**config.mk**
```make
export PLATFORM = sky130hd
export DESIGN_NAME = seven_seg_letter_decoder
export DESIGN_NICKNAME = d
export VERILOG_FILES = /design/src/rtl/seven_seg_letter_decoder.sv
export SDC_FILE = /design/constraint.sdc
export NUM_CORES = 1
export LEC_CHECK = 0
export ABC_AREA = 1
export BUFFER_PORTS_ARGS = -buffer_cell sky130_fd_sc_hd__buf_4
export CORE_UTILIZATION = 25
export DETAILED_ROUTE_END_ITERATION = 8
export GPL_TIMING_DRIVEN = 0
export PLACE_DENSITY_LB_ADDON = 0.1
export SETUP_SLACK_MARGIN = 0.5
export SLEW_MARGIN = 25
export SYNTH_ARGS = -nofsm -noshare
export SYNTH_HDL_FRONTEND = slang
export SYNTH_SLANG_ARGS = --single-unit
```
**constraint.sdc**
```tcl
create_clock -name clk -period 2.4 [get_ports clk]
set_input_delay 0.48 -clock clk [delete_from_list [all_inputs] [get_ports clk]]
set_output_delay 0.48 -clock clk [all_outputs]
set_load 0.02 [all_outputs]
```
**src/rtl/seven_seg_letter_decoder.sv**
```systemverilog
// Registered letter-code to 7-segment glyph decoder for word-guess displays.
// Ports: clk, rst (sync, active-low), code[4:0], blank -> seg[6:0] {g..a}, valid.
module seven_seg_letter_decoder #(
  parameter bit SEG_ACTIVE_LOW = 1'b1
) (
  input  logic       clk,
  input  logic       rst,
  input  logic [4:0] code,
  input  logic       blank,
  output logic [6:0] seg,
  output logic       valid
);

  localparam logic [6:0] GLYPH_OFF = 7'h7F;
  localparam logic [6:0] SEG_OFF =
    SEG_ACTIVE_LOW ? GLYPH_OFF : ~GLYPH_OFF;

  logic [6:0] w_glyph;
  logic       w_legal;
  logic [6:0] w_seg_al;
  logic [6:0] w_seg;
  logic       w_valid;

  logic [6:0] r_seg;
  logic       r_valid;

  // Table is held active-low; polarity is applied afterwards.
  always_comb begin
    w_glyph = GLYPH_OFF;
    w_legal = 1'b1;
    unique case (code)
      5'd1:    w_glyph = 7'h08;
      5'd2:    w_glyph = 7'h03;
      5'd3:    w_glyph = 7'h46;
      5'd4:    w_glyph = 7'h21;
      5'd5:    w_glyph = 7'h06;
      5'd6:    w_glyph = 7'h0E;
      5'd7:    w_glyph = 7'h42;
      5'd8:    w_glyph = 7'h09;
      5'd9:    w_glyph = 7'h4F;
      5'd10:   w_glyph = 7'h61;
      5'd11:   w_glyph = 7'h0A;
      5'd12:   w_glyph = 7'h47;
      5'd13:   w_glyph = 7'h48;
      5'd14:   w_glyph = 7'h2B;
      5'd15:   w_glyph = 7'h40;
      5'd16:   w_glyph = 7'h0C;
      5'd17:   w_glyph = 7'h18;
      5'd18:   w_glyph = 7'h2F;
      5'd19:   w_glyph = 7'h12;
      5'd20:   w_glyph = 7'h07;
      5'd21:   w_glyph = 7'h41;
      5'd22:   w_glyph = 7'h63;
      5'd23:   w_glyph = 7'h55;
      5'd24:   w_glyph = 7'h09;
      5'd25:   w_glyph = 7'h11;
      5'd26:   w_glyph = 7'h24;
      default: begin
        w_glyph = GLYPH_OFF;
        w_legal = 1'b0;
      end
    endcase
  end

  always_comb begin
    w_valid  = w_legal & ~blank;
    w_seg_al = w_valid ? w_glyph : GLYPH_OFF;
    w_seg    = SEG_ACTIVE_LOW ? w_seg_al : ~w_seg_al;
  end

  always_ff @(posedge clk) begin
    if (!rst) begin
      r_seg   <= SEG_OFF;
      r_valid <= 1'b0;
    end else begin
      r_seg   <= w_seg;
      r_valid <= w_valid;
    end
  end

  assign seg   = r_seg;
  assign valid = r_valid;

endmodule

```
# Word level (Yosys, flattened, before mapping)
# Index checks and enable logic that the tools add are counted.
# W data, S select, Z words.
dict set report totals {
  ff_bits 8
  in_bits 8
}
dict set report classes {
  bitwise 2
  n_eq_ne 26
  n_reduce_logical 3
  mux 2
}
# op n
set op_table {}
lappend op_table {{$pmux W7 S25} 1}
lappend op_table {{$eq A5 B5 Y1 const B} 11}
lappend op_table {{$eq A5 B4 Y1 const B} 8}
lappend op_table {{$reduce_or A26 Y1} 1}
lappend op_table {{$eq A5 B3 Y1 const B} 4}
lappend op_table {{$eq A5 B2 Y1 const B} 2}
lappend op_table {{$eq A5 B1 Y1 const B} 1}
lappend op_table {{$reduce_and A2 Y1} 1}
lappend op_table {{$reduce_or A2 Y1} 1}
lappend op_table {{$and A1 B1 Y1} 1}
lappend op_table {{$mux W1} 1}
lappend op_table {{$not A1 Y1} 1}

# Depth between registers and ports, before layout
dict set report depth {
  word_depth 5
  mapped_depth 11
}

# Least setup slack after synthesis
# Ideal clock, no wire load.
dict set report synth_path {
  path_kind {input -> register}
  start {input code[2]}
  end {register r_seg[0], in the netlist seg[0]}
  arrival_ns 1.328
  t_required_ns 2.263
  stages 9
  path_slack_ns 0.935
  cell_sequence {buf_4 -> nor2_2 -> nand3_2 -> nand2_1 -> inv_2 -> nand2_2 -> nor2_4 -> nand3_4 -> nand3_1}
}
dict set report synth_between {
  elab_chain_cells 5
  word_cells_on_any_way 32
  cone_classes {eq/ne: 26; mux: 2; bitwise: 1; reduce/logical: 3}
}
# element line
set synth_rtl {}
lappend synth_rtl {{start: declaration} 8} ;# input logic [4:0] code,
lappend synth_rtl {{$eq A5 B5 Y1 (tied with other cells)} 31} ;# unique case (code)
lappend synth_rtl {{$reduce_or A26 Y1 (no source line)} --}
lappend synth_rtl {{$mux W1} 31}
lappend synth_rtl {{$and A1 B1 Y1} 66} ;# w_valid = w_legal & ~blank;
lappend synth_rtl {{$reduce_and A2 Y1 (no source line)} --}
lappend synth_rtl {{end signal: assignment} 76} ;# r_seg <= w_seg;
lappend synth_rtl {{end: declaration} 24} ;# logic [6:0] r_seg;
# Parallel ways exist; a longest one is shown, timed or not.
# A chain may end at the register's enable or synchronous reset.

# Worst setup path in the final report
dict set report layout_path {
  start {input code[3]}
  end {register r_seg[5], in the netlist seg[5]}
}
# Same word-level chain as after synthesis.

==> results.ini <==
[run_status]
status=completed

[sta]
drv_slew=0
grt_setup_unrepaired=false
period_needed_ns=1.41
min_period_over_period_pct=58.8
timing.slew.headroom_pct=66.0
fin_setup_tns_ns=0
fmax_mhz=709
worst_pin_slew_ns=0.508
hold_viol_final=0
setup_slack_ns=0.989
final-setup-viol-count=0

[setup_path]
crit_buf_inv=2
critPathMaxFanout=9
cp_cell_sequence=buf_4 > nor2_2 > nand3_2 > nand2_1 > inv_2 > nand2_2 > nor2_4 > nand3_4 > nand3_1
critPathLaunchType=primary input
arrival_ns=1.52
crit_path_end_kind=flop
critPathSlowestCell=nor2_2
crit_family=simple AND/OR/NAND/NOR gates
cp_data_required_time_ns=2.51
critical_path_class=primary input to flop
slowest_delay_ns=0.33

[detailed_routing]
drc=0
viasPerCell=5.02
wl_per_cell_um=11.8
drt_iter0_drc=45
routed_wirelength_mm=2.01
vias=853
antenna_left=0
drtPass1Iterations=4

[clock_tree]
cts_resized=0
numCtsBuffers=3
clkTransAtPathRegs_ns=0.05
hold_buffers=0
post_cts_buffers=0
cts_root_buf=clkbuf_4
cts.path.max_buffers=2
cts_sinks=8
htreeDepth=1
cts_tree=yes

[logic_synthesis]
ys_ff_latch=8
post-synth-top-area-fraction_pct=21.4
synth_edf_count=0
synthCells=124
ys.flop_type=dfxtp_1
synth.avg_cell_area_um2=6.02
ys_types=23
yosys_warnings=0
ys_async_sr_fraction_pct=0
synth_top_area_cell=dfxtp_1
yosysMostFrequentCell=nand3_1
ys_seq_area_share_pct=21.4
ys_top_cells_by_count=nand3_1 (24), nand2_1 (23), nor2_1 (19)
netlist_top_cells_area=dfxtp_1 (21%), nand3_1 (16%), nand2_1 (12%)
synth_nets=132
syn_area_um2=747

[floorplan]
initial_core_util_pct=26.6
fp.dieW_um=56.7
fp.dieH_um=56.7
core_area_mm2=0.00281
num_rows=19
die-area_mm2=0.00321
ios=16

[global_route]
grt_usage_pct=13.6
grt_pass1_wl_mm=3.43
grt_max_degree=11
grt_pass1_vias=777
antenna_found_initial=0
grt_overflow_total=0

[run]
max_cap_viol_count=0

[final_layout]
seqCellArea_um2=160
area_growth_pct=20.3
multi_input_area_um2=497
drive_above_1_share_pct=30.9
nFillCells=329
antennaDiodeCount=0
num-nets-final=149
fin_util_pct=32.0

[placed_design]
gp_congestion=0.875
place_hpwl_mm=1.63
post-place-ws_ns=0.736
io_buffers=12

[power_and_ir_drop]
power.clock.fraction_pct=26.2
power_density_mw_per_mm2=419
finalPower_w=0.000377
seq_power_share_pct=38.3
comb_power_share_pct=35.5
power.leakage_nw=0.450
switching_share_pct=34.4
ir_drop_uv=248
p_int_w=0.000247
switchingPower_w=0.000130

[min_path]
hold_class=primary input to flop

==> final cells by class <==
class | instances | share of cell area [%]
multi-input combinational | 96 | 55.3
inverter | 16 | 6.96
tap | 31 | 4.32
sequential | 8 | 17.8
buffer | 4 | 3.06
timing repair buffer | 12 | 10.0
clock buffer | 3 | 2.51
==> placed cells by master, fill, tap and decap left out <==
| cell type | n |
|---|---|
| inv_1 | 8 |
| nor2_1 | 19 |
| inv_4 | 1 |
| nand3_4 | 1 |
| buf_4 | 15 |
| nor2_2 | 6 |
| inv_2 | 7 |
| nor2_4 | 2 |
| nand3_1 | 24 |
| dfxtp_1 | 8 |
| a31oi_1 | 1 |
| o211ai_1 | 2 |
| o21a_1 | 1 |
| nand2_2 | 4 |
| nand3b_1 | 1 |
| nand2_1 | 23 |
| o21ai_0 | 2 |
| o22ai_1 | 1 |
| nand3_2 | 3 |
| nor3_1 | 1 |
| clkbuf_4 | 3 |
| nand4_1 | 3 |
| buf_2 | 1 |
| a21oi_1 | 2 |
==> metal layers <==
layer / wire length [um] / global-route usage (%) / vias to the layer above
li1: - / - / 432
met1: 942 / 19.4 / 386
met2: 932 / 20.6 / 35
met3: 133 / 3.46 / 0
met4: 0 / 2.86 / 0
met5: 0 / 0 / -
==> path summary, 6_finish.rpt <==
path / from / to / slack [ns] / cells past startpoint
setup / recovery: code[3] / seg[5] / 0.99 / 9
hold / removal: blank / seg[3] / 0.56 / 3
==> state kept, by name (all words and copies together) (netlist names) <==
| register | cells |
|---|---|
| seg | 7 |
| valid | 1 |
==> stage by stage <==
| step | std cells | cell area, um2 | hold slack (ns) |
|---|---|---|---|
| after global routing | 170 | 898 | 0.575 |
| after floorplan | 124 | 747 | 0.676 |
| after global placement | 167 | 876 | 0.811 |
| after CTS | 170 | 898 | 0.550 |
| final | 170 | 898 | 0.556 |
| after detailed placement | 167 | 876 | 0.810 |
==> logic make-up (layout without fill, tap and decap cells) <==
| group | count (synthesis) | after routing | share of synthesized area [%] |
|---|---|---|---|
| AND/OR/NAND/NOR | 87 | 87 | 59.1 |
| flip-flops | 8 | 8 | 21.4 |
| AO/OA/AOI/OAI | 9 | 9 | 7.37 |
| buffers and inverters | 20 | 35 | 12.1 |
==> power groups by stage <==
stage                     Combinational, W   Clock, W  Sequential, W
after floorplan                  0.0000812          0       0.000159
after global placement            0.000135          0       0.000147
after detailed placement          0.000134          0       0.000147
after CTS                         0.000134   0.000103       0.000144
after global routing              0.000149   0.000111       0.000145
final                             0.000134  0.0000988       0.000144
Power figures use the tool's default switching activity.
